File: src/rtl/maxsearch_pkg.sv
// Shared types and helpers for the pipelined maximum-search tree.
package maxsearch_pkg;

    // Width of the common signed compare path; metrics up to this width are supported.
    localparam int CMP_W = 32;

    // Beat tag carried alongside every tree node.
    typedef struct packed {
        logic first;
        logic last;
        logic valid;
    } tag_t;

    // Frame tracking states.
    typedef enum logic {
        IDLE   = 1'b0,
        ACTIVE = 1'b1
    } state_t;

    // Ceiling log2 for elaboration-time sizing.
    function automatic int clog2(input int n);
        int r;
        r = 0;
        for (int i = 0; i < 31; i++) begin
            if ((1 << i) < n) r = i + 1;
        end
        return r;
    endfunction

    // Signed a >= b. The caller passes the lower-index candidate as a,
    // so equality keeps the lower index.
    function automatic logic ge_signed(input logic signed [CMP_W-1:0] a,
                                       input logic signed [CMP_W-1:0] b);
        return (a >= b);
    endfunction

endpackage

File: src/rtl/max_pair_stage.sv
// One level of the comparison tree: N_OUT registered pairwise maxima.
module max_pair_stage
    import maxsearch_pkg::*;
#(
    parameter int WIDTH  = 8,
    parameter int LANE_W = 2,
    parameter int N_OUT  = 2
) (
    input  logic                      clk,
    input  logic                      reset_n,
    input  logic [2*N_OUT*WIDTH-1:0]  in_val,
    input  logic [2*N_OUT*LANE_W-1:0] in_lane,
    input  tag_t                      in_tag,
    output logic [N_OUT*WIDTH-1:0]    out_val,
    output logic [N_OUT*LANE_W-1:0]   out_lane,
    output tag_t                      out_tag
);

    logic [N_OUT*WIDTH-1:0]  win_val;
    logic [N_OUT*LANE_W-1:0] win_lane;

    // Pairwise select; the even (lower-lane) input wins ties.
    always_comb begin
        // NOTE: every output of a combinational block gets a default first so no latch is inferred.
        win_val  = '0;
        win_lane = '0;
        for (int j = 0; j < N_OUT; j++) begin
            if (ge_signed(CMP_W'($signed(in_val[(2*j)*WIDTH +: WIDTH])),
                          CMP_W'($signed(in_val[(2*j+1)*WIDTH +: WIDTH])))) begin
                win_val[j*WIDTH +: WIDTH]    = in_val[(2*j)*WIDTH +: WIDTH];
                win_lane[j*LANE_W +: LANE_W] = in_lane[(2*j)*LANE_W +: LANE_W];
            end else begin
                win_val[j*WIDTH +: WIDTH]    = in_val[(2*j+1)*WIDTH +: WIDTH];
                win_lane[j*LANE_W +: LANE_W] = in_lane[(2*j+1)*LANE_W +: LANE_W];
            end
        end
    end

    // Tag register: valid/first/last must clear on reset.
    always_ff @(posedge clk or negedge reset_n) begin
        // NOTE: sequential state uses non-blocking assignments so all registers update together.
        if (!reset_n) out_tag <= '0;
        else          out_tag <= in_tag;
    end

    // Datapath register.
    // NOTE: values and lanes are not reset; they are only consumed under a valid tag.
    always_ff @(posedge clk) begin
        out_val  <= win_val;
        out_lane <= win_lane;
    end

endmodule

File: src/rtl/max_search_tree.sv
// Pipelined signed maximum search with index reporting over multi-beat frames.
module max_search_tree
    import maxsearch_pkg::*;
#(
    parameter int WIDTH        = 8,
    parameter int NUM_IN       = 4,
    parameter int INDEX_W      = 6,
    parameter int INDEX_OFFSET = 0
) (
    input  logic                    clk,
    input  logic                    reset_n,
    input  logic                    in_valid,
    input  logic                    in_first,
    input  logic                    in_last,
    input  logic [NUM_IN*WIDTH-1:0] in_data,
    output logic                    out_valid,
    output logic [WIDTH-1:0]        out_max,
    output logic [INDEX_W-1:0]      out_index,
    output logic                    out_overflow
);

    localparam int L      = clog2(NUM_IN);
    localparam int LANE_W = L;

    // Tree output node.
    typedef struct packed {
        logic [WIDTH-1:0]  value;
        logic [LANE_W-1:0] lane;
        tag_t              tag;
    } node_t;

    state_t               state_q, state_d;
    logic                 eff_first;
    logic [INDEX_W-1:0]   beat_cnt, cur_beat, beat_nxt;
    logic                 beat_ovf;
    tag_t                 tag0;
    logic [NUM_IN*LANE_W-1:0] lane0;

    logic [INDEX_W-1:0]   beat_pipe [L];
    logic                 ovf_pipe  [L];

    node_t                t;
    logic [WIDTH-1:0]     acc_val;
    logic [INDEX_W-1:0]   acc_idx;
    logic                 acc_ovf;
    logic                 take;
    logic [INDEX_W-1:0]   t_index;
    logic [WIDTH-1:0]     nxt_val;
    logic [INDEX_W-1:0]   nxt_idx;
    logic                 nxt_ovf;

    // Lane numbers entering the tree.
    for (genvar i = 0; i < NUM_IN; i++) begin : g_lane
        assign lane0[i*LANE_W +: LANE_W] = LANE_W'(i);
    end

    // Frame FSM next state, effective first-beat and beat index/overflow of the incoming beat.
    always_comb begin
        state_d   = state_q;
        eff_first = in_valid && (in_first || (state_q == IDLE));
        if (in_valid) state_d = in_last ? IDLE : ACTIVE;
        cur_beat  = eff_first ? '0 : beat_cnt;
        beat_nxt  = (&cur_beat) ? cur_beat : cur_beat + 1'b1;
        beat_ovf  = (int'(cur_beat) * NUM_IN + NUM_IN - 1 + INDEX_OFFSET) >= (1 << INDEX_W);
        tag0.first = eff_first;
        tag0.last  = in_valid && in_last;
        tag0.valid = in_valid;
    end

    // Frame state and saturating beat counter.
    always_ff @(posedge clk or negedge reset_n) begin
        if (!reset_n) begin
            state_q  <= IDLE;
            beat_cnt <= '0;
        end else begin
            state_q <= state_d;
            if (in_valid) beat_cnt <= beat_nxt;
        end
    end

    // Comparison tree, one registered level per generate iteration.
    for (genvar k = 0; k < L; k++) begin : g_lvl
        localparam int N_OUT = NUM_IN >> (k + 1);
        logic [N_OUT*WIDTH-1:0]  val;
        logic [N_OUT*LANE_W-1:0] lane;
        tag_t                    tag;
        if (k == 0) begin : g_root
            max_pair_stage #(.WIDTH(WIDTH), .LANE_W(LANE_W), .N_OUT(N_OUT)) u_stage (
                .clk      (clk),
                .reset_n  (reset_n),
                .in_val   (in_data),
                .in_lane  (lane0),
                .in_tag   (tag0),
                .out_val  (val),
                .out_lane (lane),
                .out_tag  (tag)
            );
        end else begin : g_next
            max_pair_stage #(.WIDTH(WIDTH), .LANE_W(LANE_W), .N_OUT(N_OUT)) u_stage (
                .clk      (clk),
                .reset_n  (reset_n),
                .in_val   (g_lvl[k-1].val),
                .in_lane  (g_lvl[k-1].lane),
                .in_tag   (g_lvl[k-1].tag),
                .out_val  (val),
                .out_lane (lane),
                .out_tag  (tag)
            );
        end
    end

    assign t.value = g_lvl[L-1].val;
    assign t.lane  = g_lvl[L-1].lane;
    assign t.tag   = g_lvl[L-1].tag;

    // Beat number and overflow flag travel beside the tree to stay aligned with its winner.
    always_ff @(posedge clk) begin
        beat_pipe[0] <= cur_beat;
        ovf_pipe[0]  <= beat_ovf;
        for (int k = 1; k < L; k++) begin
            beat_pipe[k] <= beat_pipe[k-1];
            ovf_pipe[k]  <= ovf_pipe[k-1];
        end
    end

    // Accumulator update: load on first beat, otherwise replace only on a strictly greater value.
    always_comb begin
        t_index = INDEX_W'(int'(beat_pipe[L-1]) * NUM_IN + int'(t.lane) + INDEX_OFFSET);
        take    = t.tag.first || !ge_signed(CMP_W'($signed(acc_val)), CMP_W'($signed(t.value)));
        nxt_val = take ? t.value : acc_val;
        nxt_idx = take ? t_index : acc_idx;
        nxt_ovf = ovf_pipe[L-1] | (t.tag.first ? 1'b0 : acc_ovf);
    end

    // Running maximum and frame result register.
    always_ff @(posedge clk or negedge reset_n) begin
        if (!reset_n) begin
            acc_val      <= '0;
            acc_idx      <= '0;
            acc_ovf      <= 1'b0;
            out_valid    <= 1'b0;
            out_max      <= '0;
            out_index    <= '0;
            out_overflow <= 1'b0;
        end else begin
            out_valid <= t.tag.valid && t.tag.last;
            if (t.tag.valid) begin
                acc_val <= nxt_val;
                acc_idx <= nxt_idx;
                acc_ovf <= nxt_ovf;
            end
            if (t.tag.valid && t.tag.last) begin
                out_max      <= nxt_val;
                out_index    <= nxt_idx;
                out_overflow <= nxt_ovf;
            end
        end
    end

endmodule
File: config.mk
export PLATFORM = sky130hd
export DESIGN_NAME = max_search_tree
export DESIGN_NICKNAME = d
export VERILOG_FILES = /design/src/rtl/maxsearch_pkg.sv /design/src/rtl/max_pair_stage.sv /design/src/rtl/max_search_tree.sv
export SDC_FILE = /design/constraint.sdc
export NUM_CORES = 1
export LEC_CHECK = 0
export CAP_MARGIN = 30
export CORE_ASPECT_RATIO = 1.5
export CORE_MARGIN = 8
export CORE_UTILIZATION = 55
export CTS_BUF_LIST = sky130_fd_sc_hd__clkbuf_16
export CTS_CLUSTER_SIZE = 25
export DETAILED_ROUTE_END_ITERATION = 12
export HOLD_SLACK_MARGIN = 0.06
export MAX_ROUTING_LAYER = met4
export PLACE_DENSITY = 0.86
export REMOVE_ABC_BUFFERS = 1
export SYNTH_ARGS = -nofsm -noshare
export SYNTH_HDL_FRONTEND = slang
export SYNTH_SLANG_ARGS = --single-unit
export TNS_END_PERCENT = 5
File: constraint.sdc
create_clock -name clk -period 3.04 [get_ports clk]
set_input_delay 0.76 -clock clk [delete_from_list [all_inputs] [get_ports clk]]
set_output_delay 0.76 -clock clk [all_outputs]
set_load 0.005 [all_outputs]
==> summary.txt, run 1 <==
Synthesis
  • Synthesis warning total: 0
  • Synth area leaders: dfrtp_1, dfxtp_1, ha_1
  • Main synth FF type: dfrtp_1
  • Post-synth EDFFs: 0
  • Syn avg cell area: 9.03 µm²
  • Leading area contributor after synthesis: dfrtp_1
  • Yosys cell types: 51
  • Share of the synthesized area in the top cell type: 24.0%
  • Synth Cell Area: 4590 µm²
  • Synthesized flop and latch total: 82
  • Synth Instances: 508
  • Fraction of registers with async set/reset: 53.7%
  • Sequential area share after synthesis: 40.6%

Clocking
  • CTS Buf Count: 9
  • CTS tree: done
  • Hold Buf Count CTS: 0
  • CTS H-tree depth: 3
  • Sink Count: 82
  • Clock Latency Late Sink: 0.33 ns
  • CTS root buffer: clkbuf_16
  • Reg clk slew, reported paths: 0.07 ns
  • Post-CTS setup buffers: 0
  • Clk buf depth: 2
  • Resize count post-CTS: 0

Timing
  • Slew HR: 45.3%
  • RSZ-0062 raised after global routing: no
  • Worst setup slack after layout: 0.299 ns
  • Worst-Margin Slew: 0.821 ns
  • Clock Skew: 0.00841 ns
  • Fin. Hold Viols: 0
  • Final worst-path cycle share: 90.2%
  • Fin crit period: 2.74 ns
  • Fmax achieved: 365 MHz
  • Final Max Slew Viols: 0
  • # setup viols final: 0

Global route
  • Initial antenna violation count: 0
  • Vias in the first global route: 4146
  • Overflow after GRT: 0
  • Largest net degree at the start of global routing: 45
  • Tot GR Track Use: 19.2%
  • First-pass GRT wire length: 18300 µm

Power and ir drop
  • Switching Power: 1670 µW
  • Clock power share: 22.9%
  • Internal Pwr Total: 2890 µW
  • Total power: 4560 µW
  • Sequential power share: 36.8%
  • Lkg Pwr: 0.00253 µW
  • Sw Share: 36.6%
  • Pwr dens: 817 nW/µm²
  • Comb pwr share: 40.2%
  • Peak VDD IR: 0.517 mV

Die
  • Core area: 8260 µm²
  • Initial core utilization: 55.6%
  • DIE AREA: 11600 µm²
  • I/O pins: 53
  • Die width: 90.6 µm
  • Core Rows: 41
  • DIE HEIGHT: 128 µm

Critical path
  • Startpoint class of the critical path: input pin
  • R2r setup slk: 0.42 ns
  • CP Max Fanout: 8
  • Worst Path Required: 3.29 ns
  • Reg2Reg Depth: 7
  • Critical path capture point type: register
  • WS Path Type: input pin to register
  • Worst EP arrival: 2.99 ns

Place
  • Placed cell areas: 5260 µm²
  • GP Congestion: 0.942
  • Hpwl dp: 7830 µm
  • DP Worst Slack: -0.0166 ns
  • Port Buffers: 52
  • Post-Place Cells: 661

Detailed routing
  • Initial drt markers: 143
  • Drt total wl: 10300 µm
  • DRC errors left: 0
  • DR vias: 3998
  • Vias per Instance: 5.90
  • Initial DRT Pass Iterations: 4
  • Post-route ant nets: 0
  • Drt wl/cell: 15.2 µm

Cells and area
  • Final Non-Filler Cells: 678
  • Final instance area: 5580 µm²
  • FILL cells: 633
  • Most frequent cells in the layout: clkdlybuf4s50_1, nand2_1, inv_1, dfrtp_1, dfxtp_1
  • Layout net count: 636
  • Area growth from synthesis to layout: 21.5%
  • Most common cell after layout, fill and taps aside: clkdlybuf4s50_1
  • Diodes inserted: 0
  • Share of layout cells above drive strength 1: 10.3%

Outcome
  • Status: finished, final reports clean

Job
  • Max_cap viols: 0

Hold path
  • Hold crit path type: input pin to asynchronous set/reset pin
cells in the mapped netlist (6+ instances only):
library cell / count
a21oi_1: 35
a2bb2oi_1: 13
and3_1: 26
clkbuf_1: 12
dfrtp_1: 44
dfxtp_1: 38
ha_1: 33
inv_1: 48
mux2_2: 15
nand2_1: 50
nand2b_1: 6
nand3_1: 14
nor3_1: 24
o2111ai_1: 14
o211ai_1: 25
o21ai_0: 29
or3_1: 13
worst max-delay path: stages:
cell             delay [ns]
clkdlybuf4s50_1        0.50
inv_1                  0.07
ha_1                   0.31
or3b_1                 0.41
a211o_1                0.32
buf_4                  0.17
nor3b_1                0.20
o21ai_0                0.13
o211ai_1               0.11
logic make-up after synthesis:
kind of cell             Yosys count  share of synthesized area [%]
XOR/XNOR                           2                          0.382
adder cells (fa/ha/maj)           33                           9.00
buffers and inverters             74                           6.90
multiplexers                      16                           3.90
AND/OR/NAND/NOR                  151                           17.2
AO/OA/AOI/OAI                    150                           22.1
flip-flops                        82                           40.6
area by class of cell:
type | count | area [µm²] | area share [%]
multi-input combinational | 352 | 2420 | 43.4
clock inverter | 7 | 71.3 | 1.28
inverter | 48 | 180 | 3.23
sequential | 82 | 1860 | 33.4
timing repair buffer | 73 | 686 | 12.3
tap | 107 | 134 | 2.40
clock buffer | 9 | 225 | 4.04
power by group through the flow:
stage | clock network, µW | logic, µW | registers [µW]
global placement | 0 | 1740 | 1680
global route | 1110 | 2050 | 1730
CTS | 1070 | 1830 | 1680
floorplan | 0 | 1140 | 1640
detailed placement | 0 | 1810 | 1700
finish | 1050 | 1830 | 1680
final timing paths:
path,start,endpoint
max in group asynchronous,reset_n,g_lvl[0].g_root.u_stage.out_tag[2]$_DFF_PN0_
hold reg to reg,beat_pipe[0][0]$_DFF_P_,beat_pipe[0][6]$_DFF_P_
min in group clk,beat_pipe[0][0]$_DFF_P_,beat_pipe[0][6]$_DFF_P_
setup reg to reg,g_lvl[0].g_root.u_stage.out_val[15]$_DFF_P_,g_lvl[1].g_next.u_stage.out_val[4]$_DFF_P_
setup / recovery,in_data[15],g_lvl[0].g_root.u_stage.out_val[0]$_DFF_P_
hold / removal,reset_n,out_max[3]$_DFFE_PN0P_
stage by stage:
step	utilization, %	setup TNS (ns)	hold WS [ns]
after floorplan	-	-5.19	0.310
after global placement	63.7	0	0.311
after detailed placement	63.7	-0.0523	0.315
after CTS	67.3	0	0.324
after global routing	67.5	0	0.297
final	67.5	0	0.288
sequential cells by signal (all words and copies together) (netlist names):
signal	cells
out_index	6
state_q	1
g_lvl.g_next.u_stage.out_val	8
out_valid	1
g_lvl.g_root.u_stage.out_tag	3
acc_ovf	1
g_lvl.g_root.u_stage.out_lane	2
g_lvl.g_root.u_stage.out_val	16
out_max	8
acc_val	8
beat_pipe	8
ovf_pipe	2
acc_idx	6
beat_cnt	6
out_overflow	1
g_lvl.g_next.u_stage.out_tag	3
g_lvl.g_next.u_stage.out_lane	2
layer usage:
| layer | share of wire [%] | up-vias | global-route usage [%] |
|---|---|---|---|
| li1 | - | 1983 | - |
| met3 | 3.6 | 18 | 2.99 |
| met1 | 41 | 1889 | 20.2 |
| met4 | 2.3 | 0 | 9.45 |
| met2 | 53 | 108 | 34.3 |
| met5 | 0 | - | - |
Power figures use the tool's default switching activity.
==> inputs of run 2 (changes only) <==
- CORE_UTILIZATION: 55 -> 50
- PLACE_DENSITY: 0.86 -> 0.79
==> summary.txt, run 2 (synthesis results as in run 1) <==
Outcome
  • Status: finished, final reports clean

Clocking
  • CTS tree: done
  • CTS Buf Count: 9 (unchanged)
  • Clk buf depth: 2 (unchanged)
  • Clock Latency Late Sink: 0.34 ns (about the same)
  • Sink Count: 82 (unchanged)
  • Post-CTS setup buffers: 0 (unchanged)
  • CTS H-tree depth: 3 (unchanged)
  • Reg clk slew, reported paths: 0.06 ns (about the same)
  • Hold Buf Count CTS: 0 (unchanged)
  • Resize count post-CTS: 0 (unchanged)
  • CTS root buffer: clkbuf_16

Place
  • GP Congestion: 0.926 (-1.7%)
  • Placed cell areas: 5270 µm² (+0.26%)
  • Port Buffers: 52 (unchanged)
  • Hpwl dp: 8150 µm (+4.1%)
  • DP Worst Slack: -0.0563 ns (-0.0398 ns)

Die
  • Core Rows: 43 (+4.9%)
  • I/O pins: 53 (unchanged)
  • Die width: 94.2 µm (+4.0%)
  • DIE HEIGHT: 133 µm (+4.3%)
  • Initial core utilization: 50.5% (-5.1 points)
  • Core area: 9090 µm² (+10%)
  • DIE AREA: 12600 µm² (+8.5%)

Critical path
  • Slowest cell delay on critical path: 0.49 ns (about the same)
  • Worst Path Required: 3.25 ns (-0.04 ns)
  • R2r setup slk: 0.45 ns (+0.03 ns)
  • Crit-path slowest cell: clkdlybuf4s50_1
  • Worst path cell trace: clkdlybuf4s50_1 > inv_1 > ha_1 > or3b_1 > a211o_1 > a31oi_1 > o31a_1 > o211ai_1
  • WP buf/inv: 2 (-1)
  • Reg-to-Reg End: g_lvl[1].g_next.u_stage.out_lane[0]$_DFF_P_
  • Critical path capture point type: register
  • CP Max Fanout: 9 (+1)
  • Reg2Reg Launch Point: g_lvl[0].g_root.u_stage.out_val[15]$_DFF_P_
  • CP top delay family: compound AO/OA/AOI/OAI gates
  • Startpoint class of the critical path: input pin
  • Worst EP arrival: 2.95 ns (-0.04 ns)
  • Reg2Reg Depth: 7 (unchanged)
  • WS Path Type: input pin to register

Global route
  • Tot GR Track Use: 18.0% (-1.2 points)
  • Vias in the first global route: 4123 (-0.55%)
  • Initial antenna violation count: 0 (unchanged)
  • First-pass GRT wire length: 18200 µm (-0.60%)
  • Overflow after GRT: 0 (unchanged)
  • Largest net degree at the start of global routing: 45 (unchanged)

Cells and area
  • Layout net count: 637 (+0.16%)
  • Max reg flops: 16 (unchanged)
  • Biggest register: g_lvl.g_root.u_stage.out_val
  • Share of layout cells above drive strength 1: 10.3% (unchanged)
  • Diodes inserted: 0 (unchanged)
  • FF+latch area: 1860 µm² (unchanged)
  • Most frequent cells in the layout: clkdlybuf4s50_1, nand2_1, inv_1, dfrtp_1, dfxtp_1
  • Final instance area: 5560 µm² (-0.25%)
  • Multi-input gate area: 2420 µm² (unchanged)
  • Area growth from synthesis to layout: 21.2%
  • Most common cell after layout, fill and taps aside: clkdlybuf4s50_1
  • FILL cells: 755 (+19%)

Detailed routing
  • Initial DRT Pass Iterations: 4 (unchanged)
  • Drt wl/cell: 15.5 µm (+1.8%)
  • Initial drt markers: 153 (+7.0%)
  • Post-route ant nets: 0 (unchanged)
  • DR vias: 4029 (+0.78%)
  • DRC errors left: 0 (unchanged)
  • Drt total wl: 10600 µm (+2.6%)
  • Vias per Instance: 5.90 (about the same)

Timing
  • Worst-Margin Slew: 0.824 ns (+0.00299 ns)
  • Final worst-path cycle share: 90.3% (+0.17 points)
  • Final Max Slew Viols: 0 (unchanged)
  • Fin. Hold Viols: 0 (unchanged)
  • Fmax achieved: 364 MHz (-0.18%)
  • Fin crit period: 2.75 ns (+0.00507 ns)
  • RSZ-0062 raised after global routing: no
  • Clock Skew: 0.00440 ns (-0.00401 ns)
  • Slew HR: 45.1% (-0.20 points)
  • # setup viols final: 0 (unchanged)
  • Worst setup slack after layout: 0.294 ns (-0.00507 ns)

Power and ir drop
  • Pwr dens: 807 nW/µm² (-1.2%)
  • Peak VDD IR: 0.609 mV (+18%)
  • Lkg Pwr: 0.00252 µW (-0.11%)

Job
  • Max_cap viols: 0 (unchanged)

Hold path
  • Hold crit path type: input pin to asynchronous set/reset pin
run 2: changes by cell type in the layout (fill, tap and decap cells not counted), sizes merged:
cell,before,now
clkinv,1,4
inv,52,49
buf,22,23
clkinvlp,2,1
run 2: worst max-delay path by stage:
stage                           start                                          end  depth (start not counted)
2_1_floorplan  acc_val[7]$_DFFE_PN0P_                       acc_idx[0]$_DFFE_PN0P_                          6
3_3_place_gp              in_data[31]  g_lvl[0].g_root.u_stage.out_val[14]$_DFF_P_                          8
3_5_place_dp              in_data[31]  g_lvl[0].g_root.u_stage.out_val[12]$_DFF_P_                          8
4_1_cts                   in_data[31]  g_lvl[0].g_root.u_stage.out_val[12]$_DFF_P_                          8
5_1_grt                   in_data[31]  g_lvl[0].g_root.u_stage.out_val[12]$_DFF_P_                          8
6_report                  in_data[31]  g_lvl[0].g_root.u_stage.out_val[12]$_DFF_P_                          8
run 2: cell type report:
cell class	count	share of cell area (%)
Timing Repair Buffer	74	12.5
Multi-Input combinational cell	352	43.5
Clock inverter	6	0.787
Sequential cell	82	33.5
Tap cell	112	2.52
Inverter	48	3.24
Clock buffer	9	4.05
run 2: layer usage:
layer  part of all wire (%)  vias up  GRT usage (%)
met5                      0        -              -
met4                    2.6        0           10.0
met3                    4.2       22           2.48
met2                     53      107           31.6
met1                     41     1915           18.6
li1                       -     1985              -
run 2: through the flow:
step,TNS [ns],std cells,util [%],total power [µW],hold slack [ns]
after floorplan,-5.19,482,-,2780,0.310
after global placement,0,667,58.0,3430,0.313
after detailed placement,-0.326,667,58.0,3520,0.312
after CTS,0,682,61.0,4510,0.322
after global routing,0,683,61.2,4810,0.226
final,0,683,61.2,4490,0.226
run 2: where the power goes:
group | internal (µW) | total, µW | switching (µW)
logic | 862 | 1830 | 966
clock network | 550 | 977 | 427
registers | 1450 | 1680 | 233
total | 2860 | 4490 | 1630
==> inputs of run 3 (changes only) <==
- SLEW_MARGIN: not set -> 30
==> summary.txt, run 3 (synthesis results as in run 1) <==
Outcome
  • Status: finished, final reports clean

Power and ir drop
  • Switching Power: 1630 µW (+0.22%)
  • Sw Share: 36.3% (+0.072 points)
  • Pwr dens: 810 nW/µm² (+0.34%)
  • Sequential power share: 37.5% (about the same)
  • Internal Pwr Total: 2860 µW (about the same)
  • Lkg Pwr: 0.00251 µW (-0.34%)
  • Comb pwr share: 40.6% (about the same)
  • Peak VDD IR: 0.612 mV (+0.50%)
  • Clock power share: 21.8% (about the same)

Clocking
  • Resize count post-CTS: 0 (unchanged)
  • CTS tree: done
  • CTS H-tree depth: 3 (unchanged)
  • Reg clk slew, reported paths: 0.06 ns (about the same)
  • Hold Buf Count CTS: 0 (unchanged)
  • Clk buf depth: 2 (unchanged)
  • Clock Latency Late Sink: 0.34 ns (about the same)
  • Sink Count: 82 (unchanged)
  • CTS Buf Count: 9 (unchanged)
  • CTS root buffer: clkbuf_16
  • Post-CTS setup buffers: 0 (unchanged)

Timing
  • Worst-Margin Slew: 0.835 ns (+0.0117 ns)
  • Final Max Slew Viols: 0 (unchanged)
  • # setup viols final: 0 (unchanged)
  • RSZ-0062 raised after global routing: no
  • Fmax achieved: 364 MHz (about the same)
  • Fin. Hold Viols: 0 (unchanged)
  • Slew HR: 44.3% (-0.78 points)
  • Fin crit period: 2.75 ns (+0.00115 ns)
  • Final worst-path cycle share: 90.4% (about the same)
  • Clock Skew: 0.00489 ns (+0.000486 ns)

Cells and area
  • Core Util, Final: 61.0% (-0.19 points)
  • Most common cell after layout, fill and taps aside: clkdlybuf4s50_1
  • Diodes inserted: 0 (unchanged)
  • Area growth from synthesis to layout: 20.9%
  • Layout net count: 636 (-0.16%)
  • Biggest register: g_lvl.g_root.u_stage.out_val
  • Final Non-Filler Cells: 682 (-0.15%)
  • Max reg flops: 16 (unchanged)
  • Share of layout cells above drive strength 1: 10.2% (-0.16 points)
  • Most frequent cells in the layout: clkdlybuf4s50_1, nand2_1, inv_1, dfrtp_1, dfxtp_1

Critical path
  • WS Path Type: input pin to register
  • Worst EP arrival: 2.96 ns (about the same)
  • Crit-path slowest cell: clkdlybuf4s50_1
  • CP Depth: 8 (unchanged)
  • Worst Setup SP: in_data[31]
  • Reg-to-Reg End: g_lvl[1].g_next.u_stage.out_lane[0]$_DFF_P_
  • CP Max Fanout: 9 (unchanged)
  • Critical path capture point type: register
  • Worst Path Required: 3.25 ns (about the same)
  • Reg2Reg Depth: 7 (unchanged)
  • Slowest cell delay on critical path: 0.49 ns (about the same)
  • Reg2Reg Launch Point: g_lvl[0].g_root.u_stage.out_val[15]$_DFF_P_
  • WP buf/inv: 2 (unchanged)
  • CP top delay family: compound AO/OA/AOI/OAI gates
  • Startpoint class of the critical path: input pin
  • R2r setup slk: 0.44 ns (about the same)
  • Critical Path Sink: g_lvl[0].g_root.u_stage.out_val[12]$_DFF_P_
  • Worst path cell trace: clkdlybuf4s50_1 > inv_1 > ha_1 > or3b_1 > a211o_1 > a31oi_1 > o31a_1 > o211ai_1

Detailed routing
  • Drt wl/cell: 15.6 µm (+0.71%)
  • Initial drt markers: 144 (-5.9%)
  • Drt total wl: 10600 µm (+0.56%)
  • Post-route ant nets: 0 (unchanged)
  • DR vias: 3997 (-0.79%)
  • DRC errors left: 0 (unchanged)
  • Vias per Instance: 5.86 (-0.65%)
  • Initial DRT Pass Iterations: 4 (unchanged)

Place
  • GP Congestion: 0.926 (unchanged)
  • Post-Place Cells: 667 (unchanged)
  • Hpwl dp: 8150 µm (unchanged)
  • Port Buffers: 52 (unchanged)

Die
  • Core area: 9090 µm² (unchanged)
  • Die width: 94.2 µm (unchanged)
  • DIE AREA: 12600 µm² (unchanged)
  • I/O pins: 53 (unchanged)
  • DIE HEIGHT: 133 µm (unchanged)
  • Initial core utilization: 50.5% (unchanged)
  • Core Rows: 43 (unchanged)

Global route
  • First-pass GRT wire length: 18200 µm (unchanged)
  • Initial antenna violation count: 0 (unchanged)
  • Tot GR Track Use: 18.0% (unchanged)
  • Vias in the first global route: 4123 (unchanged)
  • Overflow after GRT: 0 (unchanged)
  • Largest net degree at the start of global routing: 45 (unchanged)

Hold path
  • Hold crit path type: register to register

Job
  • Max_cap viols: 0 (unchanged)
## run 3: cell types whose count changed in the layout (fill, tap and decap cells not counted), sizes merged
cell / change
buf: -1
## run 3: power groups by stage
stage / logic (µW) / registers [µW] / clock network (µW)
6_report: 1820 / 1690 / 980
5_1_grt: 2030 / 1740 / 1040
4_1_cts: 1830 / 1690 / 1000
3_5_place_dp: 1810 / 1710 / 0
3_3_place_gp: 1750 / 1680 / 0
2_1_floorplan: 1140 / 1640 / 0
## run 3: layer usage
metal / track usage [%] / routed length (µm)
met1: 18.6 / 4330
met2: 31.6 / 5580
met5: - / 0
met4: 10.0 / 275
met3: 2.48 / 432
## run 3: cell type report
type | instances | area (µm²)
repair buffers | 73 | 676
clock inverters | 6 | 43.8
flip-flops and latches | 82 | 1860
fillers | 761 | 3550
clock buffers | 9 | 225
multi-input cells | 352 | 2420
well taps | 112 | 140
inverters | 48 | 180
## run 3: worst min path at each step
stage,from,to,slack (ns),cells past startpoint
2_1_floorplan,beat_pipe[0][0]$_DFF_P_,beat_pipe[0][6]$_DFF_P_,0.31,0
3_3_place_gp,beat_pipe[0][2]$_DFF_P_,beat_pipe[0][8]$_DFF_P_,0.31,0
3_5_place_dp,beat_pipe[0][2]$_DFF_P_,beat_pipe[0][8]$_DFF_P_,0.31,0
4_1_cts,beat_pipe[0][2]$_DFF_P_,beat_pipe[0][8]$_DFF_P_,0.32,0
5_1_grt,beat_pipe[0][3]$_DFF_P_,beat_pipe[0][9]$_DFF_P_,0.33,0
6_report,beat_pipe[0][2]$_DFF_P_,beat_pipe[0][8]$_DFF_P_,0.32,0
## run 3: worst reg2reg max path, cell delays in order (launching register included)
cell	delay (ns)
dfxtp_1	0.37
inv_1	0.08
ha_1	0.31
or3b_1	0.43
a211o_1	0.44
a31oi_1	0.20
o31a_1	0.44
o211ai_1	0.20
## run 3: per-stage QoR
step / setup WS, ns / hold slack [ns] / setup TNS (ns) / cell area (µm²) / total power, µW
after global routing: 0.145 / 0.332 / 0 / 5550 / 4810
after detailed placement: -0.0563 / 0.312 / -0.326 / 5270 / 3520
after floorplan: -0.367 / 0.310 / -5.19 / 4450 / 2780
after global placement: 0.0276 / 0.313 / 0 / 5270 / 3430
final: 0.293 / 0.323 / 0 / 5550 / 4490
after CTS: 0.298 / 0.322 / 0 / 5540 / 4510
